==> src/rtl/mac_sequencer_pkg.sv <==
// Shared fixed-point format and FSM state type for the MAC sequencer.
package mac_sequencer_pkg;

   localparam int unsigned Q_INT  = 8;
   localparam int unsigned Q_FRAC = 8;
   localparam int unsigned Q_SIZE = Q_INT + Q_FRAC;

   typedef logic [Q_INT-1:-Q_FRAC] q_t;

   typedef enum logic [1:0] {
      StIdle,
      StIssue,
      StDrain,
      StBias
   } mac_seq_state_t;

endpackage

==> src/rtl/mac_sequencer.sv <==
// Drives one MacUnit through a dot product: issues operand RAM reads, steers the
// returned data into the MAC, and captures the accumulated result (plus optional bias).
module mac_sequencer
   import mac_sequencer_pkg::*;
#(
   parameter int unsigned ADDR_W = 10,
   parameter int unsigned LEN_W  = 10
) (
   input  logic              clk,
   input  logic              reset,
   input  logic              start,
   input  logic [LEN_W-1:0]  len,
   input  logic [ADDR_W-1:0] x_base,
   input  logic [ADDR_W-1:0] w_base,
   input  logic              use_bias,
   input  logic [Q_SIZE-1:0] bias,
   output logic              busy,
   output logic              done,
   output logic [Q_SIZE-1:0] result,
   output logic              mem_rd_en,
   output logic [ADDR_W-1:0] x_addr,
   output logic [ADDR_W-1:0] w_addr,
   input  logic [Q_SIZE-1:0] x_data,
   input  logic [Q_SIZE-1:0] w_data,
   output logic [Q_SIZE-1:0] mac_x,
   output logic [Q_SIZE-1:0] mac_w,
   output logic              mac_reg_enable,
   output logic              mac_x_select,
   output logic              mac_w_select,
   output logic              mac_acc_loopback,
   input  logic [Q_SIZE-1:0] mac_in
);

   mac_seq_state_t   state;
   logic [LEN_W-1:0] len_q;
   logic [LEN_W-1:0] cnt;
   logic             use_bias_q;
   q_t               bias_q;
   q_t               held_q;
   logic             i_first;
   logic             i_last;
   logic             d_v;
   logic             d_first;
   logic             d_last;

   always_ff @(posedge clk) begin
      if (!reset) begin
         state      <= StIdle;
         len_q      <= '0;
         cnt        <= '0;
         use_bias_q <= 1'b0;
         bias_q     <= '0;
         held_q     <= '0;
         busy       <= 1'b0;
         done       <= 1'b0;
         result     <= '0;
         mem_rd_en  <= 1'b0;
         x_addr     <= '0;
         w_addr     <= '0;
         i_first    <= 1'b0;
         i_last     <= 1'b0;
         d_v        <= 1'b0;
         d_first    <= 1'b0;
         d_last     <= 1'b0;
      end else begin
         done    <= 1'b0;
         d_v     <= mem_rd_en;
         d_first <= i_first;
         d_last  <= i_last;
         if (done) begin
            busy <= 1'b0;
         end

         // Final product lands on the last data cycle; bias runs take one extra add cycle.
         if (d_v && d_last) begin
            if (use_bias_q) begin
               held_q <= mac_in;
            end else begin
               result <= mac_in;
               done   <= 1'b1;
            end
         end

         unique case (state)
            StIdle: begin
               // The done cycle still counts as busy, so a start there is dropped.
               if (start && !done) begin
                  len_q      <= len;
                  use_bias_q <= use_bias;
                  bias_q     <= use_bias ? bias : '0;
                  held_q     <= '0;
                  busy       <= 1'b1;
                  if (len != '0) begin
                     state     <= StIssue;
                     mem_rd_en <= 1'b1;
                     x_addr    <= x_base;
                     w_addr    <= w_base;
                     cnt       <= LEN_W'(1);
                     i_first   <= 1'b1;
                     i_last    <= (len == LEN_W'(1));
                  end else begin
                     state <= StBias;
                  end
               end
            end
            StIssue: begin
               i_first <= 1'b0;
               if (i_last) begin
                  state     <= StDrain;
                  mem_rd_en <= 1'b0;
                  i_last    <= 1'b0;
               end else begin
                  x_addr <= x_addr + 1'b1;
                  w_addr <= w_addr + 1'b1;
                  cnt    <= cnt + 1'b1;
                  i_last <= ((cnt + 1'b1) == len_q);
               end
            end
            StDrain: begin
               state <= use_bias_q ? StBias : StIdle;
            end
            StBias: begin
               result <= held_q + bias_q;
               done   <= 1'b1;
               state  <= StIdle;
            end
            default: begin
               state <= StIdle;
            end
         endcase
      end
   end

   assign mac_x            = d_v ? x_data : '0;
   assign mac_w            = d_v ? w_data : '0;
   assign mac_x_select     = d_v;
   assign mac_w_select     = d_v;
   assign mac_acc_loopback = d_v & ~d_first;
   assign mac_reg_enable   = 1'b0;

endmodule

==> config.mk <==
export PLATFORM = sky130hd
export DESIGN_NAME = mac_sequencer
export DESIGN_NICKNAME = d
export VERILOG_FILES = /design/src/rtl/mac_sequencer_pkg.sv /design/src/rtl/mac_sequencer.sv
export SDC_FILE = /design/constraint.sdc
export NUM_CORES = 1
export LEC_CHECK = 0
export ABC_CLOCK_PERIOD_IN_PS = 5100
export CORE_MARGIN = 2
export CORE_UTILIZATION = 51
export CTS_CLUSTER_DIAMETER = 100
export CTS_CLUSTER_SIZE = 28
export DETAILED_ROUTE_END_ITERATION = 10
export HOLD_SLACK_MARGIN = 0.15
export PLACE_DENSITY = 0.83
export SLEW_MARGIN = 20
export SYNTH_ARGS = -nofsm -noshare
export SYNTH_HDL_FRONTEND = slang
export SYNTH_SLANG_ARGS = --single-unit
export TNS_END_PERCENT = 5
==> constraint.sdc <==
create_clock -name clk -period 5.1 [get_ports clk]
set_clock_uncertainty 0.1 [all_clocks]
set_input_delay 1.02 -clock clk [delete_from_list [all_inputs] [get_ports clk]]
set_output_delay 1.02 -clock clk [all_outputs]
set_load 0.05 [all_outputs]
* Word level (Yosys, flattened, before mapping) *
Index checks and enable logic that the tools add are counted.

operators by class
  reduce and logical (&&, ||, !) cells = 13
  add/subtract/negate cells = 4
  mux-type cells = 42
  equal/unequal tests = 10
  bitwise gates (word level) = 2

operators with widths
  cell                     number
  $mux W16                 10
  $mux W10                 9
  $pmux W10 S2             3
  $add A10 B1 Y10 const B  3
  $add A16 B16 Y16         1
  $mux W1                  12
  $eq A10 B1 Y1 const B    1
  $eq A10 B10 Y1           1
  $reduce_bool A10 Y1      1
  $mux W2                  4
  $ne A2 B2 Y1 const B     4
  $pmux W2 S4              1
  $reduce_and A4 Y1        2
  $pmux W1 S2              3
  $reduce_and A2 Y1        3
  $eq A2 B2 Y1 const B     2
  $reduce_bool A2 Y1       2
  $reduce_and A3 Y1        1
  $eq A2 B1 Y1 const B     1
  $logic_and A1 B1 Y1      2
  $logic_not A2 Y1         1
  $ne A2 B1 Y1 const B     1
  $and A1 B1 Y1            1
  $logic_not A1 Y1         1
  $not A1 Y1               1

storage, ports and cells
  logic and storage cells = 88
  output and inout bits = 75
  bits in registers = 99
  input port bits = 98

* Longest topological paths before layout *
  depth after elaboration = 4
  gate-level depth with buffers = 8
  mapped depth without buffers = 8

* Worst setup path before layout *
No wires, ideal clock.

  path type = reg-to-output
  start = reg d_v (netlist: mac_w_select)
  end = out mac_acc_loopback
  arrival time = 1.526 ns
  stages on the path, launching flop included = 2
  path buffers = 0
  required time = 3.980 ns
  slack = 2.454 ns
  cell sequence = dfxtp_1 nor2b_1

on the way
  word-level cells in the longest chain between the ends = 1

RTL lines
  what                    RTL line              text
  start, declared         mac_sequencer.sv:42   logic d_v;
  start signal, assigned  mac_sequencer.sv:67   d_v <= mem_rd_en;
  $and A1 B1 Y1           mac_sequencer.sv:138  assign mac_acc_loopback = d_v & ~d_first;
  end, declared           mac_sequencer.sv:30   output logic mac_acc_loopback,

Every way passes these cells.

* Worst setup path after layout *
  start = in w_data[12]
  end = out mac_w[12]

on the way
  word-level cells in the longest chain between the ends = 1

RTL lines
  what             RTL line              text
  start, declared  mac_sequencer.sv:24   input logic [Q_SIZE-1:0] w_data,
  $mux W16         mac_sequencer.sv:135  assign mac_w = d_v ? w_data : '0;
  end, declared    mac_sequencer.sv:26   output logic [Q_SIZE-1:0] mac_w,

Every way passes these cells.

==> impl_results.md <==
- DPL Wire Length: 11500 µm
- Area leader, netlist: dfxtp_1
- Min cycle time layout: around 3.6 ns
- Crit. Startpoint: w_data[12]
- Vias in the first global route: ~5200
- Power density over the cells: between 200 and 300 nW/µm²
- Final period utilization: 69.6%
- Status: finished clean
- Flip-flop and latch area: ~2000 µm²
- Worst Hold Launch: held_q[4]
- Top delay family on crit path: buffers and inverters
- Clock Latency Late Sink: 0.38 ns
- Number of DRC markers in iteration 0: 426
- DR vias: ~5700
- YS warnings: 0
- CTS tree: built
- Post-synthesis cell count: between 600 and 700
- Synth Net Count: 815
- Area delta synth->final: 33.1%
- Root buffer cell: clkbuf_8
- Post-synth EDFFs: 0
- Synth top area share: between 30% and 40%
- Final hold viol count: 0
- Setup violators final: 0
- Cells after DPL: 963
- Top_reg_cell synth: dfxtp_1
- # resized after CTS: 0
- Largest net degree at the start of global routing: a little under 60
- Most used cell, CP: clkdlybuf4s50_1
- Routed WL: 16200 µm
- Cell Rows: 38
- Worst-path clk slew: 0.10 ns
- CP startpoint kind: input pin
- Die height: 109 µm
- # port buffers: between 150 and 200
- Inserted Clock Buffers: 9
- Initial antenna violation count: 0
- Synthesized flop and latch total: 99
- Drt wl/cell: 16.5 µm
- RSZ-0062 raised after global routing: false
- VDD IR-drop max: between 150 and 200 µV
- Die W: 109 µm
- CP bufs+invs: 2
- Synth Cell Area: 5630 µm²
- Final antenna-violating net count: 0
- Diode count: 0
- Die ar.: 11900 µm²
- Top post-synthesis cells by area: dfxtp_1 35%, nand2_1 7.9%, a21oi_1 4.9%
- Via density: 5.79
- Tot Pwr: around 1.9 mW
- Overflow after GRT: 0
- CTS max path bufs: 2
- Static leakage: 3.03 nW
- Worst hold path class: reg2reg
- Clock sinks: 99
- Total track usage: 27.0%
- Max_cap viols: 0
- Tightest Pin Transition: 0.878 ns
- # DRC: 0
- Relative slew margins: about two fifths
- I/O Pins: 173
- Distinct cells, synth: 62
- First-pass GRT wire length: 25400 µm
- Async SR Flop Fraction: 0%
- Crit-path cells: clkdlybuf4s50_1 > and2_1 > clkdlybuf4s50_1
- Fmax: about 0.28 GHz
- CTS H-tree depth: 3
- CP max-delay cell: clkdlybuf4s50_1
- RR Startpoint: mac_w_select
- Critical path arrival: between 2 and 2.5 ns
- Setup Buffers After CTS: 0
- CP required: a little under 4 ns
- Setup crit end kind: output port
- Setup TNS: 0 ns
- Seq/Total Area, Yosys: 35.2%
- Post-Syn Area per Cell: 8.06 µm²
- Crit path max fanout: 1
- Multi-input gate area in the final layout: 3370 µm²
- Gp weighted congestion: 0.931
- Initial Util: between 50 and 60%
- Layout Cells excl Fill: 979
- # fillers: 903
- Slew Viols, Final: 0
- Nets@finish: 952
- Core box area: 10800 µm²
- Hold Buf Count CTS: 0
- Layout cell share with drive strength beyond 1: 5.24%
- Pre-Repair DR Iteration Count: 5
- Max stage delay on crit path: 0.80 ns
- Critical path type: in2out
## worst min-delay path: stages, from the launching register on
cell     delay, ns
dfxtp_1       0.32
nand2_1       0.05
a21oi_1       0.05
## cells in the mapped netlist, types with 3 or more instances
| master | number |
|---|---|
| a21boi_0 | 13 |
| a21o_1 | 8 |
| a21oi_1 | 55 |
| a22o_1 | 16 |
| a31o_2 | 4 |
| a31oi_1 | 12 |
| and2_1 | 39 |
| and3_1 | 9 |
| and4_1 | 3 |
| buf_2 | 12 |
| buf_4 | 6 |
| buf_6 | 3 |
| clkbuf_1 | 28 |
| dfxtp_1 | 99 |
| ha_1 | 18 |
| inv_1 | 9 |
| mux2_2 | 7 |
| mux2i_1 | 13 |
| nand2_1 | 119 |
| nand2b_1 | 6 |
| nand3_1 | 24 |
| nand4_1 | 10 |
| nor2_1 | 31 |
| nor2b_1 | 3 |
| nor3_1 | 10 |
| nor3b_1 | 9 |
| o211a_1 | 13 |
| o21a_1 | 3 |
| o21ai_0 | 43 |
| o21ai_1 | 3 |
| o22ai_1 | 4 |
| o311ai_0 | 3 |
| o31ai_1 | 6 |
| xnor2_1 | 15 |
| xor2_1 | 8 |
## where the power goes
part           switching (mW)  internal [mW]
logic                   0.331          0.229
registers              0.0601          0.823
clock network           0.276          0.223
total                   0.667           1.27
## path summary, 6_finish.rpt
path | to | slack [ns] | cells past startpoint
setup / recovery | mac_w[12] | 1.55 | 3
hold / removal | held_q[4] | 0.36 | 2
hold reg to reg | held_q[4] | 0.36 | 2
setup reg to reg | result[15] | 2.36 | 5
## final cells by class
cell class              count  area share [%]
clock inverters             5           0.735
flip-flops and latches     99            26.5
clock buffers              10            1.70
inverters                   9           0.451
repair buffers            176            23.4
multi-input cells         540            44.9
well taps                 140            2.34
## per-layer routing
layer	share of wire [%]	wire length [µm]	global-route usage, %	vias to the layer above
met5	0	0	0	-
met4	2.0	317	10.1	0
met3	9.2	1480	4.72	24
met2	47	7550	45.7	241
met1	42	6830	34.3	2651
li1	-	-	-	2754
## per-stage QoR
stage	cell area (µm²)	hold WS [ns]	utilization [%]	setup WS (ns)
3_5_place_dp	7290	0.353	67.6	1.53
6_report	7490	0.364	69.4	1.55
2_1_floorplan	5630	0.331	-	2.45
5_1_grt	7490	0.388	69.4	1.47
3_3_place_gp	7290	0.347	67.6	1.55
4_1_cts	7470	0.366	69.3	1.53
## cell families (layout without fill, tap and decap cells)
logic type / after synthesis / after routing / share of synthesized area, %
other: 1 / 1 / 0.0666
muxes: 20 / 20 / 3.71
buffers and inverters: 59 / 200 / 5.00
xor gates and xnor gates: 23 / 23 / 3.58
and+or+nand+nor: 276 / 276 / 24.3
AOI/OAI and AO/OA: 201 / 201 / 23.8
adders and majority gates: 19 / 19 / 4.36
DFF: 99 / 99 / 35.2
## state kept, by name, indices dropped and copies added (netlist names), 2 cells and up
signal  count
x_addr     10
bias_q     16
state       2
len_q      10
cnt        10
w_addr     10
held_q     16
result     16
## cells in the final DEF (no fill, tap or decap), types with 3 or more instances in the layout
cell / instances
clkdlybuf4s50_1: 170
nor2b_1: 3
nor3_1: 10
ha_1: 18
a21oi_1: 55
inv_1: 9
a21boi_0: 13
clkbuf_8: 9
and3_1: 9
mux2_2: 7
a21o_1: 8
xor2_1: 8
o22ai_1: 4
o21ai_0: 43
o311ai_0: 3
and2_1: 39
and4_1: 3
nor3b_1: 9
nor2_1: 31
a31oi_1: 12
o211a_1: 13
a22o_1: 16
xnor2_1: 15
mux2i_1: 13
o21a_1: 3
o31ai_1: 6
a31o_2: 4
nand2_1: 119
o21ai_1: 3
buf_4: 4
dfxtp_1: 99
nand3_1: 24
nand4_1: 10
nand2b_1: 5
Power figures use the tool's default switching activity.
